$ cat config.mk
export PLATFORM = sky130hd
export DESIGN_NAME = mul_unit_seq_flat
export DESIGN_NICKNAME = d
export VERILOG_FILES = /design/src/rtl/mul_unit_seq_if.sv /design/src/rtl/mul_unit_seq.sv /design/src/flat_wrapper.sv
export SDC_FILE = /design/constraint.sdc
export NUM_CORES = 1
export LEC_CHECK = 0
export ABC_AREA = 1
export BUFFER_PORTS_ARGS = -buffer_cell sky130_fd_sc_hd__buf_2
export CORE_ASPECT_RATIO = 0.75
export CORE_MARGIN = 4
export CORE_UTILIZATION = 40
export CTS_BUF_LIST = sky130_fd_sc_hd__clkbuf_2 sky130_fd_sc_hd__clkbuf_4 sky130_fd_sc_hd__clkbuf_8
export CTS_CLUSTER_DIAMETER = 120
export CTS_CLUSTER_SIZE = 20
export DETAILED_ROUTE_END_ITERATION = 8
export PLACE_DENSITY = 0.57
export RECOVER_POWER = 25
export SLEW_MARGIN = 10
export SYNTH_ARGS = -nofsm -noshare
export SYNTH_HDL_FRONTEND = slang
export SYNTH_SLANG_ARGS = --single-unit
$ cat constraint.sdc
create_clock -name clk -period 5.5 [get_ports clk]
set_input_delay 1.1 -clock clk [delete_from_list [all_inputs] [get_ports clk]]
set_output_delay 1.1 -clock clk [all_outputs]
set_load 0.05 [all_outputs]
$ cat src/rtl/mul_unit_seq_if.sv
// Request/response bundle between the execute stage (master) and mul_unit_seq (slave).
interface mul_unit_seq_if #(
    parameter int XLEN = 32
);
    logic            flush;
    logic            in_valid;
    logic            in_ready;
    logic [1:0]      op;
    logic [XLEN-1:0] rs1;
    logic [XLEN-1:0] rs2;
    logic            out_valid;
    logic            out_ready;
    logic [XLEN-1:0] result;
    logic            busy;

    modport slave (
        input  flush, in_valid, op, rs1, rs2, out_ready,
        output in_ready, out_valid, result, busy
    );

    modport master (
        output flush, in_valid, op, rs1, rs2, out_ready,
        input  in_ready, out_valid, result, busy
    );
endinterface

$ cat src/rtl/mul_unit_seq.sv
// Iterative shift-add multiplier for MUL/MULH/MULHSU/MULHU, BITS_PER_CYCLE multiplier bits per cycle.
// Optional feature: define MUL_EARLY_OUT_EN to finish as soon as the remaining multiplier bits are zero.
module mul_unit_seq #(
    parameter int XLEN           = 32,
    parameter int BITS_PER_CYCLE = 1
) (
    input logic          clk,
    input logic          rst_n,
    mul_unit_seq_if.slave bus
);
    localparam int K  = XLEN / BITS_PER_CYCLE;
    localparam int CW = (K > 1) ? $clog2(K) : 1;
    localparam int W2 = 2 * XLEN;

    typedef enum logic [1:0] {
        S_IDLE,
        S_CALC,
        S_DONE
    } state_e;

    state_e          state_q, state_d;
    logic [W2-1:0]   acc_q, acc_d;
    logic [W2-1:0]   mcand_q, mcand_d;
    logic [XLEN-1:0] mplier_q, mplier_d;
    logic [XLEN-1:0] result_q, result_d;
    logic [1:0]      op_q, op_d;
    logic            neg_q, neg_d;
    logic [CW-1:0]   cnt_q, cnt_d;

    logic            sign1, sign2;
    logic [XLEN-1:0] mag1, mag2;
    logic [W2-1:0]   acc_step, prod;
    logic [XLEN-1:0] mplier_shift;
    logic            last_iter;
    logic            accept, finish;

    // Signed operands are reduced to magnitudes; the product sign is restored at the end.
    always_comb begin
        sign1 = bus.rs1[XLEN-1] && ((bus.op == 2'b01) || (bus.op == 2'b10));
        sign2 = bus.rs2[XLEN-1] && (bus.op == 2'b01);
        mag1  = sign1 ? (~bus.rs1 + XLEN'(1)) : bus.rs1;
        mag2  = sign2 ? (~bus.rs2 + XLEN'(1)) : bus.rs2;
    end

    always_comb begin
        acc_step = acc_q;
        for (int unsigned j = 0; j < BITS_PER_CYCLE; j++) begin
            if (mplier_q[j]) begin
                acc_step = acc_step + (mcand_q << j);
            end
        end
        mplier_shift = mplier_q >> BITS_PER_CYCLE;
        prod         = neg_q ? (~acc_step + W2'(1)) : acc_step;
    end

`ifdef MUL_EARLY_OUT_EN
    always_comb begin
        last_iter = (cnt_q == CW'(K - 1)) || (mplier_shift == '0);
    end
`else
    always_comb begin
        last_iter = (cnt_q == CW'(K - 1));
    end
`endif

    always_comb begin
        accept = bus.in_valid && (state_q == S_IDLE) && !bus.flush;
        finish = (state_q == S_CALC) && last_iter && !bus.flush;
    end

    // State and datapath registers
    always_ff @(posedge clk or negedge rst_n) begin
        if (!rst_n) begin
            state_q  <= S_IDLE;
            acc_q    <= '0;
            mcand_q  <= '0;
            mplier_q <= '0;
            result_q <= '0;
            op_q     <= '0;
            neg_q    <= 1'b0;
            cnt_q    <= '0;
        end else begin
            state_q  <= state_d;
            acc_q    <= acc_d;
            mcand_q  <= mcand_d;
            mplier_q <= mplier_d;
            result_q <= result_d;
            op_q     <= op_d;
            neg_q    <= neg_d;
            cnt_q    <= cnt_d;
        end
    end

    // Next-state logic; flush overrides every transition
    always_comb begin
        state_d = state_q;
        if (bus.flush) begin
            state_d = S_IDLE;
        end else begin
            case (state_q)
                S_IDLE:  if (bus.in_valid) state_d = S_CALC;
                S_CALC:  if (last_iter) state_d = S_DONE;
                S_DONE:  if (bus.out_ready) state_d = S_IDLE;
                default: state_d = S_IDLE;
            endcase
        end
    end

    always_comb begin
        acc_d    = acc_q;
        mcand_d  = mcand_q;
        mplier_d = mplier_q;
        result_d = result_q;
        op_d     = op_q;
        neg_d    = neg_q;
        cnt_d    = cnt_q;
        if (accept) begin
            acc_d    = '0;
            mcand_d  = {{XLEN{1'b0}}, mag1};
            mplier_d = mag2;
            op_d     = bus.op;
            neg_d    = sign1 ^ sign2;
            cnt_d    = '0;
        end else if (state_q == S_CALC) begin
            acc_d    = acc_step;
            mcand_d  = mcand_q << BITS_PER_CYCLE;
            mplier_d = mplier_shift;
            cnt_d    = cnt_q + CW'(1);
        end
        if (finish) begin
            result_d = (op_q == 2'b00) ? prod[XLEN-1:0] : prod[W2-1:XLEN];
        end
    end

    // Outputs
    always_comb begin
        bus.in_ready  = (state_q == S_IDLE) && !bus.flush;
        bus.out_valid = (state_q == S_DONE);
        bus.busy      = (state_q != S_IDLE);
        bus.result    = result_q;
    end
endmodule

$ cat src/flat_wrapper.sv
// flat-port wrapper written by rule: the top's interface ports become plain ports
module mul_unit_seq_flat 
#(
    parameter int XLEN           = 32,
    parameter int BITS_PER_CYCLE = 1
)
  (clk, rst_n, bus_flush, bus_in_valid, bus_op, bus_rs1, bus_rs2, bus_out_ready, bus_in_ready, bus_out_valid, bus_result, bus_busy);
  mul_unit_seq_if #(.XLEN(XLEN)) bus_i ();
  input logic clk;
  input logic rst_n;
  input wire logic [$bits(bus_i.flush)-1:0] bus_flush;
  input wire logic [$bits(bus_i.in_valid)-1:0] bus_in_valid;
  input wire logic [$bits(bus_i.op)-1:0] bus_op;
  input wire logic [$bits(bus_i.rs1)-1:0] bus_rs1;
  input wire logic [$bits(bus_i.rs2)-1:0] bus_rs2;
  input wire logic [$bits(bus_i.out_ready)-1:0] bus_out_ready;
  output wire logic [$bits(bus_i.in_ready)-1:0] bus_in_ready;
  output wire logic [$bits(bus_i.out_valid)-1:0] bus_out_valid;
  output wire logic [$bits(bus_i.result)-1:0] bus_result;
  output wire logic [$bits(bus_i.busy)-1:0] bus_busy;
  assign bus_i.flush = bus_flush;
  assign bus_i.in_valid = bus_in_valid;
  assign bus_i.op = bus_op;
  assign bus_i.rs1 = bus_rs1;
  assign bus_i.rs2 = bus_rs2;
  assign bus_i.out_ready = bus_out_ready;
  assign bus_in_ready = bus_i.in_ready;
  assign bus_out_valid = bus_i.out_valid;
  assign bus_result = bus_i.result;
  assign bus_busy = bus_i.busy;
  mul_unit_seq #(.XLEN(XLEN), .BITS_PER_CYCLE(BITS_PER_CYCLE)) u_core (.clk(clk), .rst_n(rst_n), .bus(bus_i));
endmodule
==> impl_metrics.csv <==
group,metric,value,unit
outcome,outcome,"finished with violations",
outcome,violations,"max-capacitance violations, max-slew violations",
global_route,grt_antenna_before_repair,0,
synthesis,synth_top_area_share,27.0,%
clock_tree,cts_resized,0,
clock_tree,post_cts.repair.setup_buffers,0,
worst_setup_path,r2r_cells,18,
worst_setup_path,critPathKind,"reg -> reg",
sta,setup_tns,0,ps
routing,ant_nets,0,
synthesis,synth_async_sr_flop_share,100,%
global_route,grt_max_degree,100,
synthesis,synth_cell_types,53,
routing,wl_per_cell,20.3,µm
synthesis,yosys_warnings,0,
sta,setup_ws,1170,ps
synthesis,synth_compound_area_share,14.4,%
cells_and_area,area_growth,7.46,%
synthesis,synth_fp_nets,3265,
synthesis,synth_seq_cells,202,
power,finalPower,9.61,mW
power,vdd.ir_drop.worst,0.000205,V
cells_and_area,final_area,20100,µm²
clock_tree,cts_tree,"yes",
min_path,hp-class,"reg -> reg",
routing,wirelength,77.2,mm
routing,drt-vias-per-instance,5.42,
cells_and_area,drive_above_1_share,8.78,%
job,cap_violations,1,
synthesis,synth_area_leader_cell,"dfrtp_1",
sta,tightest_slew,3900,ps
placement,placed_cells,3786,
worst_setup_path,arrival,4880,ps
synthesis,synth_mux_area_share,0,%
cells_and_area,final_cell_mix,"1022 x nand2_1, 507 x inv_1, 295 x nor2_1",
worst_setup_path,cp.required,6050,ps
worst_setup_path,timing.rr.end,"u_core.bus.result[29]",
placement,placed_area,19800,µm²
sta,maxSlewViolCount,73,
sta,hold_slack,500,ps
min_path,hold_path_depth,2,
cells_and_area,mostFrequentLayoutCell,"nand2_1",
placement,post-place-ws,1480,ps
floorplanning,die_w,258,µm
synthesis,synth_xor_area_share,1.50,%
synthesis,syn_area_per_cell,5.99,µm²
floorplanning,rows,68,
synthesis,synth-adder-area-share,4.72,%
worst_setup_path,start_kind,"register",
cells_and_area,fill_cells,5093,
synthesis,synth-main-ff-cell,"dfrtp_1",
sta,fmax,231,MHz
routing,drt-initial-drc-count,2328,
clock_tree,cts_root_buf,"clkbuf_8",
power,p_leak,10.8,nW
cells_and_area,fin_cells,3807,
routing,vias,20600,
global_route,grt_pass1_vias,19100,
routing,route.detailed.drc,0,
worst_setup_path,r2r_start,"u_core.acc_q[55]",
synthesis,synth-edff-count,0,
routing,drt-pass1-iter-count,6,
worst_setup_path,timing.reg2reg.setup_slack,1170,ps
placement,hpwl,62.1,mm
global_route,grt_usage,29.9,%
floorplanning,die_y,195,µm
floorplanning,die-area,50300,µm²
global_route,grt_pass1_wl,117,mm
sta,min_period,4330,ps
floorplanning,start_util,40.6,%
worst_setup_path,crit_fanout,5,
synthesis,synth_top_family_by_area,"simple AND/OR/NAND/NOR gates",
sta,min_period_over_period,78.7,%
sta,rsz0062_at_grt,"no",
clock_tree,worstSkewPairLatency,610,ps
sta,finalSetupViolations,0,
sta,slew_headroom,-160,%
floorplanning,ios,106,
floorplanning,coreArea,46100,µm²
global_route,grt-ovfl-total,0,
clock_tree,cts_made_buffers,15,
clock_tree,clock_path_buffers,3,
synthesis,yosys-top-cells-area,"dfrtp_1 27%, nand2_1 21%, inv_1 10%",
cells_and_area,diodes,0,
worst_setup_path,end_kind,"register",
sta,skew,66.1,ps
clock_tree,cts.clk_slew.worst_paths,140,ps
synthesis,syn-cell-area,18700,µm²
cells_and_area,nNetsFinal,3314,
min_path,whs_endpoint,"u_core.mplier_q[13]",
placement,place_congestion,1.00,
synthesis,syn_inst,3124,
cells_and_area,post-route-util,43.6,%
clock_tree,cts.sinks,202,
sta,hold_viol,0,
placement,portBuffers,105,
synthesis,synthSimpleGateAreaFrac,39.8,%
min_path,min-delay-start,"u_core.mplier_q[13]",
clock_tree,postCtsHoldBufs,0,
clock_tree,h-tree-depth,1,
synthesis,synth-seq-area-share,27.0,%
power,power.density,478,nW/µm²
==> worst max-delay path by stage <==
stage                     startpoint               endpoint  slack (ps)
floorplan                 bus_rs1[0]     u_core.mcand_q[28]        2280
global placement    u_core.acc_q[56]  u_core.bus.result[29]        1430
detailed placement  u_core.acc_q[56]  u_core.bus.result[29]        1480
CTS                 u_core.acc_q[56]  u_core.bus.result[29]        1420
global route                   rst_n       u_core.acc_q[43]         620
finish              u_core.acc_q[55]  u_core.bus.result[29]        1170
==> where the power goes <==
part | leakage [nW] | internal [mW] | switching, mW | total [mW]
clock | 0.140 | 0.289 | 0.620 | 0.908
sequential | 2.65 | 1.87 | 0.447 | 2.32
combinational | 7.97 | 1.75 | 4.63 | 6.38
==> worst max-delay path, cell delays in order (launching register included) <==
cell	delay [ps]
dfrtp_1	500
ha_1	450
a21oi_1	320
o21ai_0	360
a21oi_1	250
nand2_1	70
a21oi_1	740
nand2_1	110
nand2_1	110
nand3_1	70
nand2_1	210
nand2_1	80
nor2_1	200
nand2_1	120
nor2_1	110
nand2_1	110
nand3_1	80
nand3_1	150
a21oi_1	190
==> cells by family (layout without fill, tap and decap cells) <==
logic type / after synthesis / in the layout
xor gates and xnor gates: 32 / 32
AOI/OAI and AO/OA: 462 / 462
buffers and inverters: 617 / 670
DFF: 202 / 202
adders and majority gates: 70 / 70
and+or+nand+nor: 1741 / 1741
==> per-layer routing <==
metal	share of wire (%)	track usage, %	vias to the layer above	routed length, µm
met3	10	7.78	52	8050
met5	0	0	-	0
met4	1.2	3.82	0	962
li1	-	-	10000	-
met1	51	48.6	9791	39000
met2	38	39.9	763	29200
==> flip-flops by register name (all words and copies together), names as in the netlist <==
register	cells
u_core.acc_q	64
u_core.bus.result	32
u_core.cnt_q	5
u_core.mcand_q	64
u_core.mplier_q	32
u_core.neg_q	1
u_core.op_q	2
u_core.state_q	2
==> cell usage after synthesis, types with 3 or more instances <==
master and instances:
xor2_1 18, a31oi_1 11, inv_2 18, nand4_1 24, o21ai_0 163, a21oi_2 7
xnor2_1 14, o21ai_1 6, dfrtp_1 202, nand3b_1 3, o211ai_1 20, nand3_1 250
o221ai_1 33, nor3_1 31, ha_1 69, o21bai_1 6, or2_2 3, and2_1 3
nand3_4 4, o22ai_1 62, nor3_2 3, clkinv_1 3, nor2_4 8, nor2_2 26
nand2_2 38, inv_1 507, buf_2 17, nor2_1 295, buf_1 9, nand2_1 1024
clkbuf_1 61, o21a_1 3, a21oi_1 135, nand2_4 4, nor4_1 5, nand3_2 15
==> final cells by class <==
class / count / area, µm² / area share, %
multi-input cells: 2305 / 11300 / 56.3
flip-flops and latches: 202 / 5060 / 25.2
inverters: 528 / 1980 / 9.86
well taps: 630 / 788 / 3.92
repair buffers: 121 / 676 / 3.36
clock buffers: 17 / 221 / 1.10
clock inverters: 4 / 55.1 / 0.274
No activity file was read; power rests on OpenSTA's default activity.
